$ cat src/rtl/systolic_matmul_nxn.sv
// systolic_matmul_nxn: NxN output-stationary systolic multiplier C = A x B, signed Qm.FRAC_W, round half up + saturate
// Ports: clk, reset_n (async active-low), start (sampled in IDLE), a_flat/b_flat (element (i,j) at [(i*N+j)*DATA_W +: DATA_W]),
//        c_flat (registered result, same packing), busy, done (1-cycle pulse),
//        ovf (per-element saturation flags, present only when SYSTOLIC_OVF_FLAG_EN is defined)
module systolic_matmul_nxn #(
  parameter int N      = 3,
  parameter int DATA_W = 8,
  parameter int FRAC_W = 4
) (
  input  logic                  clk,
  input  logic                  reset_n,
  input  logic                  start,
  input  logic [N*N*DATA_W-1:0] a_flat,
  input  logic [N*N*DATA_W-1:0] b_flat,
  output logic [N*N*DATA_W-1:0] c_flat,
  output logic                  busy,
  output logic                  done
`ifdef SYSTOLIC_OVF_FLAG_EN
  ,
  output logic [N*N-1:0]        ovf
`endif
);
  localparam int ACC_W = 2*DATA_W + $clog2(N);
  // Operands skew in over t=0..3N-3; PE input registers add one hop, so the final MAC lands at t=3N-2
  // and the result is written at the close of t=3N-1, giving done 3N+1 edges after start.
  localparam int LAST = 3*N - 1;
  localparam int TW = $clog2(3*N);
  localparam logic signed [ACC_W-1:0] HALF = ACC_W'(1 << (FRAC_W - 1));
  localparam logic signed [ACC_W-1:0] MAXV = ACC_W'(2**(DATA_W-1) - 1);
  localparam logic signed [ACC_W-1:0] MINV = ACC_W'(-(2**(DATA_W-1)));
  typedef enum logic [1:0] {IDLE, LOAD, RUN, DONE} state_t;
  state_t state, state_nx;
  logic [TW-1:0] t;
  logic signed [DATA_W-1:0] a_q [N][N];
  logic signed [DATA_W-1:0] b_q [N][N];
  logic signed [DATA_W-1:0] a_pe [N][N];
  logic signed [DATA_W-1:0] b_pe [N][N];
  logic signed [ACC_W-1:0] acc [N][N];
  logic signed [2*DATA_W-1:0] prod [N][N];
  logic signed [DATA_W-1:0] west [N];
  logic signed [DATA_W-1:0] north [N];
  logic signed [ACC_W-1:0] r;
  logic [N*N*DATA_W-1:0] res;
  logic [N*N-1:0] sat;
  assign busy = state == RUN || state == DONE;
  assign done = state == DONE;
  always_comb begin
    state_nx = state;
    state_nx = state == IDLE ? (start ? LOAD : IDLE) :
               state == LOAD ? RUN :
               state == RUN  ? (int'(t) == LAST ? DONE : RUN) : IDLE;
  end
  // Row i sees A[i][t-i] and column j sees B[t-j][j]; zero outside the skew window.
  always_comb begin
    for (int i = 0; i < N; i++) begin
      west[i] = '0;
      north[i] = '0;
      for (int k = 0; k < N; k++) begin
        if (state == RUN && int'(t) == i + k) begin
          west[i] = a_q[i][k];
          north[i] = b_q[k][i];
        end
      end
    end
  end
  always_comb begin
    r = '0;
    res = '0;
    sat = '0;
    for (int i = 0; i < N; i++) begin
      for (int j = 0; j < N; j++) begin
        prod[i][j] = (2*DATA_W)'(a_pe[i][j]) * (2*DATA_W)'(b_pe[i][j]);
        r = (acc[i][j] + HALF) >>> FRAC_W;
        sat[i*N+j] = r > MAXV || r < MINV;
        res[(i*N+j)*DATA_W +: DATA_W] = sat[i*N+j] ? (r[ACC_W-1] ? MINV[DATA_W-1:0] : MAXV[DATA_W-1:0]) : r[DATA_W-1:0];
      end
    end
  end
  always_ff @(posedge clk or negedge reset_n) begin
    if (!reset_n) begin
      state <= IDLE;
      t <= '0;
      c_flat <= '0;
      a_q <= '{default: '0};
      b_q <= '{default: '0};
      a_pe <= '{default: '0};
      b_pe <= '{default: '0};
      acc <= '{default: '0};
`ifdef SYSTOLIC_OVF_FLAG_EN
      ovf <= '0;
`endif
    end else begin
      state <= state_nx;
      t <= state == RUN ? t + TW'(1) : '0;
      for (int i = 0; i < N; i++) begin
        for (int j = 0; j < N; j++) begin
          if (state == IDLE && start) begin
            a_q[i][j] <= a_flat[(i*N+j)*DATA_W +: DATA_W];
            b_q[i][j] <= b_flat[(i*N+j)*DATA_W +: DATA_W];
          end
          if (state == LOAD) begin
            acc[i][j] <= '0;
            a_pe[i][j] <= '0;
            b_pe[i][j] <= '0;
          end else if (state == RUN) begin
            // The modulo keeps the index legal; the j==0 / i==0 arm never uses it.
            a_pe[i][j] <= j == 0 ? west[i] : a_pe[i][(j+N-1)%N];
            b_pe[i][j] <= i == 0 ? north[j] : b_pe[(i+N-1)%N][j];
            acc[i][j] <= acc[i][j] + ACC_W'(prod[i][j]);
          end
        end
      end
      if (state == RUN && int'(t) == LAST) begin
        c_flat <= res;
`ifdef SYSTOLIC_OVF_FLAG_EN
        ovf <= sat;
`endif
      end
    end
  end
endmodule

$ cat config.mk
export PLATFORM = sky130hd
export DESIGN_NAME = systolic_matmul_nxn
export DESIGN_NICKNAME = d
export VERILOG_FILES = /design/src/rtl/systolic_matmul_nxn.sv
export SDC_FILE = /design/constraint.sdc
export NUM_CORES = 2
export LEC_CHECK = 0
export CAP_MARGIN = 5
export CORE_ASPECT_RATIO = 0.7
export CORE_UTILIZATION = 35
export DETAILED_ROUTE_END_ITERATION = 10
export HOLD_SLACK_MARGIN = 0.06
export PLACE_DENSITY = 0.6
export SLEW_MARGIN = 20
export SYNTH_ARGS = -nofsm -noshare
export SYNTH_HDL_FRONTEND = slang
export SYNTH_SLANG_ARGS = --single-unit
export TNS_END_PERCENT = 20
$ cat constraint.sdc
create_clock -name clk -period 5.5 [get_ports clk]
set_input_delay 1.1 -clock clk [delete_from_list [all_inputs] [get_ports clk]]
set_output_delay 1.1 -clock clk [all_outputs]
set_load 0.005 [all_outputs]
==> results.md <==
- Outcome: finished clean
- Tcrit/Tclk final: 95.7%
- Pwr Density: 417 nW/um^2
- Final Hold Viols: 0
- Min Hold Slack: 0.415 ns
- Synth Area in Adders: 37.1%
- Clock Skew: 0.0421 ns
- Mux share of post-synthesis cell area: 3.27%
- Iteration-0 DRC Markers: 2823
- Final Slew Violations: 0
- Post-synth top cells: inv_1 (960), fa_1 (720), dfrtp_1 (528)
- Met3 Usage GRT: 4.38%
- CP dominant cell by count: fa_1
- Syn. warnings: 0
- Largest family of logic cells by synthesized area: adder cells
- # Post-CTS Setup Buffers: 0
- Hold Path Class: primary input to async pin
- Syn_nets: 6518
- Detailed Place HPWL: 112000 um
- Fin nets: 6691
- Footprint of the multi-input gates: 34600 sq um
- FF+latch count, synth: 528
- Setup-failing EPs final: 0
- Routed WL per cell: 18.8 um
- Vias in the first global route: 38100
- Rel. slew slack: 29.9%
- Grt met2 use: 25.8%
- Post-synthesis sequential area ratio: 25.4%
- Share of cells above drive strength 1: 7.12%
- Maxcap violations: 0
- Count of input and output buffers: 220
- Crit path max fanout: 10
- Clock slew at reported path FFs: 0.07 ns
- Data arrival, critical path: 5.87 ns
- Post-synth EDFFs: 0
- Avg Inst Size Synth: 9.91 sq um
- Syn-to-layout area delta: 13.3%
- Clk_lat worst skew: 0.71 ns
- CP required: 6.11 ns
- H-tree levels: 2
- Met1 Resource Use GR: 29.8%
- Compound-Gate Fraction of Synth Area: 10.6%
- Most area-consuming cells after synthesis: fa_1 (28%), dfrtp_1 (25%), ha_1 (9.5%)
- Post-Syn Area: 52100 sq um
- CP Cell Sequence: and2_1, fa_1, fa_1, fa_1, fa_1, ha_1, ha_1, o21a_1, o21ai_1, o32a_1, o311ai_1, o41ai_1, xnor2_1, a22o_1
- Clock buffer count from CTS: 61
- Vias/cell: 5.02
- Crit-path slowest cell: fa_1
- Cells after synthesis: 5256
- Crit Path Class: flip-flop to flip-flop
- CP endpoint kind: flip-flop
- Post-synth ARST share: 100%
- Residual DRC: 0
- Global route hottest layer: met1
- Peak supply drop: 0.000346 V
- Synth top area share: 27.7%
- Ys flop type: dfrtp_1
- Starting density of the core: 35.3%
- Max clock buf depth: 3
- Final wirelength: 140000 um
- Fmax: 190 MHz
- Post-synthesis xor/xnor area fraction: 3.45%
- CTS tree: done
- # IOs: 221
- Tot GR Track Use: 18.9%
- Overflow after GRT: 0
- Worst-Margin Slew: 1.05 ns
- Largest net degree at the start of global routing: 127
- Fillers: 14400
- Power consumption: 24600 uW
- Root buf cell: clkbuf_16
- First-pass GRT wire length: 224000 um
- Cell taking the most area after synthesis: fa_1
- Leak: 0.0288 uW
- Synth cell types: 80
- GP Congestion: 0.892
- Simple-gate share of the synthesized area: 11.7%
- Register area: 13200 sq um
- DIE HEIGHT: 325 um
- Unrepaired setup endpoints after global routing: true
- Die X: 463 um
- Worst setup SP type: flip-flop
- Period minus WS final: 5.26 ns
- Via count: 37500
- Placeable Area: 148000 sq um
- FP Rows: 118
- Top-count cell post-synth: inv_1
- Antenna violations before repair: 16
- Antenna viol nets, final: 0
- Detailed Routing Iterations Pass 1: 5
- Slowest stage delay, CP: 0.57 ns
- Die Area: 150000 sq um
- CTS Sinks: 528
## registers in the layout (all words and copies together) (netlist names)
name and cells:
acc 162, a_pe 72, a_q 72, b_pe 72
b_q 72, c_flat 72, t 4, state 2
## final timing paths
check,from,endpoint,slack [ns],cells past startpoint
worst max-delay path,b_pe[1],acc[17],0.24,14
worst min-delay path,reset_n,c_flat[41],0.41,1
worst max register to register,b_pe[1],acc[17],0.24,14
worst min register to register,c_flat[58],c_flat[58],0.49,2
max in group asynchronous,reset_n,b_q[31],3.94,2
min in group clk,c_flat[58],c_flat[58],0.49,2
## worst max-delay path, delay by kind of cell (launching register included)
family / cells / cell delay [ns]
adder cells (fa/ha/maj): 6 / 2.65
XOR/XNOR: 1 / 0.12
flip-flops: 1 / 0.52
AND/OR/NAND/NOR: 1 / 0.52
AO/OA/AOI/OAI: 6 / 1.35
## layout make-up
| cell class | count | area share, % |
|---|---|---|
| Clock buffer | 82 | 2.96 |
| Tap cell | 1980 | 4.20 |
| Multi-Input combinational cell | 3554 | 58.6 |
| Clock inverter | 33 | 0.646 |
| Timing Repair Buffer | 303 | 5.00 |
| Sequential cell | 528 | 22.4 |
| Antenna cell | 1 | 0.00424 |
| Inverter | 981 | 6.25 |
## report_power, final
group	leakage (uW)	total, uW	internal (uW)	switching [uW]
Clock	0.00102	4350	2440	1910
Sequential	0.00691	6880	5250	1630
Combinational	0.0209	13400	5340	8030
## kinds of logic after synthesis
logic type | Yosys count
AOI/OAI and AO/OA | 815
xor gates and xnor gates | 205
adders and majority gates | 1115
buffers and inverters | 1174
DFF | 528
muxes | 152
and+or+nand+nor | 1267
## layout by cell type (no fill, tap or decap), drive strengths merged, types with 113 or more instances in the layout
cell type / count
clkdlybuf4s50: 219
ha: 395
and2: 174
nor2: 315
nand2: 414
o21ai: 197
xnor2: 155
a21oi: 113
dfrtp: 528
fa: 720
mux2: 145
inv: 963
## stage by stage
stage	setup TNS (ns)	utilization (%)	area [sq um]	cells	setup slack, ns
after floorplan	0	-	52100	5256	0.00171
after CTS	0	39.9	59000	7461	0.103
after detailed placement	0	38.5	56900	7346	0.119
after global placement	0	38.5	56800	7345	0.140
after global routing	-0.0274	40.0	59000	7462	-0.0274
final	0	40.0	59000	7462	0.235
## layer usage
metal	vias up	wire [um]	share of wire [%]
met5	-	94	0.067
met4	16	2870	2.0
li1	17400	-	-
met3	156	10400	7.5
met1	18900	70300	50
met2	995	56400	40
## timing repair
action / CTS / global route
resized for setup: 0 / 20
endpoints found under the setup margin: 0 / 11
hold buffers: 0 / 0
endpoints found under the hold margin: 0 / 0
Power figures use the tool's default switching activity.
